### src/rtl/wb_stage.sv
// wb_stage: writeback pipeline stage with the integer register file.
// MEM/WB register (stall/flush), load formatting, writeback select, and a
// register file with two combinational read ports, write-through bypass and
// x0 hardwired to zero.
// Ports:
//   clk, rst                      clock, asynchronous active-high reset
//   stall, flush                  MEM/WB hold / bubble insert (flush wins)
//   in_*                          memory-stage results and control
//   rs1_addr/rs1_data, rs2_addr/rs2_data   register-file read ports
//   wb_valid, wb_we, wb_rd, wb_data        writeback status (for forwarding)
//   load_misaligned               WB load is misaligned; its write is suppressed
module wb_stage #(
  parameter int unsigned XLEN  = 32,
  parameter int unsigned NREGS = 32,
  localparam int unsigned RW   = $clog2(NREGS)
) (
  input  logic            clk,
  input  logic            rst,
  input  logic            stall,
  input  logic            flush,
  input  logic            in_valid,
  input  logic [XLEN-1:0] in_alu_out,
  input  logic [XLEN-1:0] in_mem_data,
  input  logic [XLEN-1:0] in_pc4,
  input  logic [XLEN-1:0] in_imm,
  input  logic [2:0]      in_funct3,
  input  logic [RW-1:0]   in_rd,
  input  logic            in_reg_write,
  input  logic            in_mem_read,
  input  logic [1:0]      in_wb_sel,
  input  logic [RW-1:0]   rs1_addr,
  input  logic [RW-1:0]   rs2_addr,
  output logic [XLEN-1:0] rs1_data,
  output logic [XLEN-1:0] rs2_data,
  output logic            wb_valid,
  output logic            wb_we,
  output logic [RW-1:0]   wb_rd,
  output logic [XLEN-1:0] wb_data,
  output logic            load_misaligned
);

  localparam logic [2:0] F3_LB  = 3'b000;
  localparam logic [2:0] F3_LH  = 3'b001;
  localparam logic [2:0] F3_LW  = 3'b010;
  localparam logic [2:0] F3_LBU = 3'b100;
  localparam logic [2:0] F3_LHU = 3'b101;

  typedef struct packed {
    logic            valid;
    logic [XLEN-1:0] alu_out;
    logic [XLEN-1:0] mem_data;
    logic [XLEN-1:0] pc4;
    logic [XLEN-1:0] imm;
    logic [2:0]      funct3;
    logic [RW-1:0]   rd;
    logic            reg_write;
    logic            mem_read;
    logic [1:0]      wb_sel;
  } memwb_t;

  memwb_t          mw_q;
  logic [XLEN-1:0] regs [NREGS];
  logic [1:0]      off;
  logic [7:0]      byte_sel;
  logic [15:0]     half_sel;
  logic [XLEN-1:0] load_val;
  logic            bad_f3;
  logic            misalign;

  // MEM/WB pipeline register; flush takes priority over stall
  always_ff @(posedge clk or posedge rst) begin
    if (rst) begin
      mw_q <= '0;
    end else if (flush) begin
      mw_q <= '0;
    end else if (!stall) begin
      mw_q <= '{valid:     in_valid,
                alu_out:   in_alu_out,
                mem_data:  in_mem_data,
                pc4:       in_pc4,
                imm:       in_imm,
                funct3:    in_funct3,
                rd:        in_rd,
                reg_write: in_reg_write,
                mem_read:  in_mem_read,
                wb_sel:    in_wb_sel};
    end
  end

  // Load formatting: little-endian lane pick then sign/zero extension
  always_comb begin
    off      = mw_q.alu_out[1:0];
    byte_sel = mw_q.mem_data[8*off +: 8];
    half_sel = off[1] ? mw_q.mem_data[31:16] : mw_q.mem_data[15:0];
    load_val = '0;
    bad_f3   = 1'b0;
    misalign = 1'b0;
    case (mw_q.funct3)
      F3_LB:  load_val = {{(XLEN-8){byte_sel[7]}}, byte_sel};
      F3_LBU: load_val = {{(XLEN-8){1'b0}}, byte_sel};
      F3_LH: begin
        load_val = {{(XLEN-16){half_sel[15]}}, half_sel};
        misalign = off[0];
      end
      F3_LHU: begin
        load_val = {{(XLEN-16){1'b0}}, half_sel};
        misalign = off[0];
      end
      F3_LW: begin
        load_val = mw_q.mem_data;
        misalign = (off != 2'b00);
      end
      default: bad_f3 = 1'b1;
    endcase
  end

  assign load_misaligned = mw_q.valid & mw_q.mem_read & (misalign | bad_f3);

  // Writeback value select
  always_comb begin
    wb_data = mw_q.alu_out;
    case (mw_q.wb_sel)
      2'b00:   wb_data = mw_q.alu_out;
      2'b01:   wb_data = load_val;
      2'b10:   wb_data = mw_q.pc4;
      default: wb_data = mw_q.imm;
    endcase
  end

  assign wb_valid = mw_q.valid;
  assign wb_rd    = mw_q.rd;
  // Not gated by stall: a held entry rewrites the same value, which is harmless
  assign wb_we    = mw_q.valid & mw_q.reg_write & (mw_q.rd != '0) & ~load_misaligned;

  // Register file; x0 is never written because wb_we excludes rd==0
  always_ff @(posedge clk or posedge rst) begin
    if (rst) begin
      for (int i = 0; i < int'(NREGS); i++) regs[i] <= '0;
    end else if (wb_we) begin
      regs[wb_rd] <= wb_data;
    end
  end

  // Read ports with write-through bypass of the in-flight writeback
  always_comb begin
    if (wb_we && (rs1_addr == wb_rd)) rs1_data = wb_data;
    else if (rs1_addr == '0)          rs1_data = '0;
    else                              rs1_data = regs[rs1_addr];
    if (wb_we && (rs2_addr == wb_rd)) rs2_data = wb_data;
    else if (rs2_addr == '0)          rs2_data = '0;
    else                              rs2_data = regs[rs2_addr];
  end

endmodule
### config.mk
export PLATFORM = sky130hd
export DESIGN_NAME = wb_stage
export DESIGN_NICKNAME = d
export VERILOG_FILES = /design/src/rtl/wb_stage.sv
export SDC_FILE = /design/constraint.sdc
export NUM_CORES = 2
export LEC_CHECK = 0
export BUFFER_PORTS_ARGS = -buffer_cell sky130_fd_sc_hd__buf_4
export CORE_AREA = 2 2 392 394
export CTS_BUF_LIST = sky130_fd_sc_hd__clkbuf_2 sky130_fd_sc_hd__clkbuf_4 sky130_fd_sc_hd__clkbuf_8
export DETAILED_ROUTE_END_ITERATION = 16
export DIE_AREA = 0 0 394 396
export HOLD_SLACK_MARGIN = 0.06
export PLACE_DENSITY = 0.64
export SYNTH_ARGS = -nofsm -noshare
export SYNTH_HDL_FRONTEND = slang
export SYNTH_SLANG_ARGS = --single-unit
### constraint.sdc
create_clock -name clk -period 104.7 [get_ports clk]
set_input_delay 20.94 -clock clk [delete_from_list [all_inputs] [get_ports clk]]
set_output_delay 20.94 -clock clk [all_outputs]
set_load 0.01 [all_outputs]
==> qor.txt <==
Clock latency at the later pin of the worst-skew pair -> 0.93 ns
Routed WL per cell -> 25.6 um
Placed cell areas -> 63600 um^2
Clk slew on worst S/H paths -> 0.06 ns
Met2 global-route usage -> 39.2%
Slew @ Worst Pin -> 1.15 ns
Fin. Hold Viols -> 0
Num rows -> 143
DP HPWL -> 117 mm
Htree depth -> 4
Count of yosys warnings during synthesis -> 0
Crit Path Class -> input pin to output port
Arrival @ worst endpoint -> 25.20 ns
Endpoint class of the critical path -> output port
Reg area -> 29100 um^2
Initial antenna violation count -> 3
RSZ-0062 raised after global routing -> no
Leakage Power -> 29.3 nW
HP Class -> flip-flop to flip-flop
Top Ports -> 259
Filler instances -> 14000
Post-Syn Area -> 60400 um^2
IO Port Bufs -> 258
Detailed Routing Iterations Pass 1 -> 9
Fin crit period -> 46.14 ns
CTS tree -> yes
CTS Root Cell -> clkbuf_8
Mean number of vias per cell -> 5.97
Multi-input logic area -> 28900 um^2
Hold-fix buffers, CTS -> 0
Syn_area_per_cell -> 10.8 um^2
Residual DRC count -> 0
Mapped Cells -> 5577
Seq cells post-synth -> 1164
Non-filler cells in the finished layout -> 7723
Post-synthesis net count -> 5732
Initial Util -> 39.9%
Required time of the critical path -> 83.76 ns
Main synth FF type -> dfrtp_1
Die area -> 156000 um^2
Chip height -> 396 um
Synth cell types -> 46
Fraction of layout cells with a size suffix above 1 -> 22.6%
Nets -> 5692
M3 GR Usage -> 5.74%
Peak VDD IR -> 0.0000133 V
Vias in the first global route -> 46200
Drt first-iter violations -> 4579
Sequential-to-total area share from yosys stat -> 48.2%
Startpoint Class -> input pin
Max cap viols -> 0
Max clock buf depth -> 3
Slew HR -> 23.5%
Post-DRT Antenna Nets -> 0
Clock buffer count from CTS -> 191
Die width -> 394 um
Pins Over Slew Limit -> 0
Outcome -> complete, no violations
Post-CTS Setup Bufs -> 0
Gr usage total -> 25.4%
Placer Congestion -> 0.814
M1 GR Usage -> 34.7%
First-pass GRT wire length -> 299 mm
Layer carrying the most global-route usage -> met2
Ys async rst share -> 100%
Max Clk Rate -> 21.7 MHz
Setup TNS -> 0 ns
PD cells -> 14.7 nW/um^2
Final Cycle Share -> 44.1%
Placed cells -> 7374
Largest net degree at the start of global routing -> 110
Number of synthesized flops with an enable pin -> 0
CP max FO -> 109
Commonest non-fill, non-tap cell in the layout -> dfrtp_1
Core Region -> 152000 um^2
CTS resizes -> 0
Synth-to-layout area growth -> 12.3%
GR Overflow Total -> 0
Final setup violation count -> 0
Routed vias -> 46100
Setup skew after layout -> 0.0511 ns
Fin area -> 67900 um^2
# clock sinks -> 1164
Most frequent cells in the layout -> dfrtp_1, o21ai_0, nand2_1, mux4_2, buf_4
Post-Route WL -> 197 mm
==> metal layers <==
layer  wire [um]  vias to the layer above
met4        7730                        2
met5          13                        -
li1            -                    20000
met1       81700                    23500
met2       90600                     2132
met3       17400                      445
==> cells by family after synthesis <==
| logic type | synth area share, % |
|---|---|
| compound gates | 13.9 |
| xor+xnor | 0.145 |
| buf+inv | 4.38 |
| flops | 48.2 |
| mux | 23.5 |
| simple gates | 9.85 |
==> area by class of cell <==
type / instances / area share, %
Tap cell: 2030 / 3.74
Multi-Input combinational cell: 3766 / 42.6
Antenna cell: 2 / 0.00737
Sequential cell: 1164 / 42.9
Timing Repair Buffer: 360 / 4.07
Clock buffer: 301 / 5.64
Clock inverter: 46 / 0.667
Inverter: 54 / 0.317
==> Yosys cell counts (69+ instances only) <==
cell type | instances | area, um^2
a22oi_1 | 76 | 571
a221oi_1 | 73 | 639
dfrtp_1 | 1164 | 29100
mux4_2 | 502 | 11300
o21ai_0 | 1122 | 5620
nor2_1 | 224 | 841
nand2b_1 | 91 | 569
buf_2 | 69 | 345
clkbuf_1 | 462 | 1730
mux2i_1 | 287 | 2870
a21oi_1 | 85 | 425
nand2_1 | 1054 | 3960
==> flip-flops by register name (all words and copies together), names as in the netlist <==
| name | count |
|---|---|
| wb_rd | 5 |
| mw_q | 135 |
| regs | 1023 |
| wb_valid | 1 |
==> worst paths after layout <==
path	from	to	slack, ns	cells after the start
worst min register to register	regs[1019]	regs[1019]	0.39	0
max in group asynchronous	rst	regs[913]	80.72	6
min in group asynchronous	rst	mw_q[66]	20.15	2
worst min-delay path	regs[1019]	regs[1019]	0.39	0
worst max-delay path	rs1_addr[0]	rs1_data[6]	58.56	9
worst max register to register	mw_q[9]	regs[552]	101.08	7
==> report_power, final <==
part | leakage (nW) | switching, mW | total, mW | internal [mW]
Sequential | 16.2 | 0.00474 | 0.460 | 0.455
Combinational | 10.8 | 0.0646 | 0.0955 | 0.0309
Clock | 2.28 | 0.196 | 0.445 | 0.250
Total | 29.3 | 0.265 | 1.00 | 0.736
==> critical path, stage by stage <==
cell and delay [ns]:
buf_8 0.56, buf_12 0.72, buf_4 0.93, mux4_2 0.60, a32oi_1 0.22, o21ai_0 0.24
a221oi_1 0.63, a21oi_1 0.10, buf_4 0.18
==> per-stage QoR <==
step	hold slack, ns	utilization (%)	power, mW	setup slack, ns
5_1_grt	0.410	44.8	1.03	58.27
4_1_cts	0.397	44.8	1.01	58.42
2_1_floorplan	0.441	-	0.528	50.97
6_report	0.394	44.8	1.00	58.56
3_5_place_dp	0.383	42.0	0.564	58.44
3_3_place_gp	0.377	42.0	0.562	58.44
(Power assumes the default switching activity.)
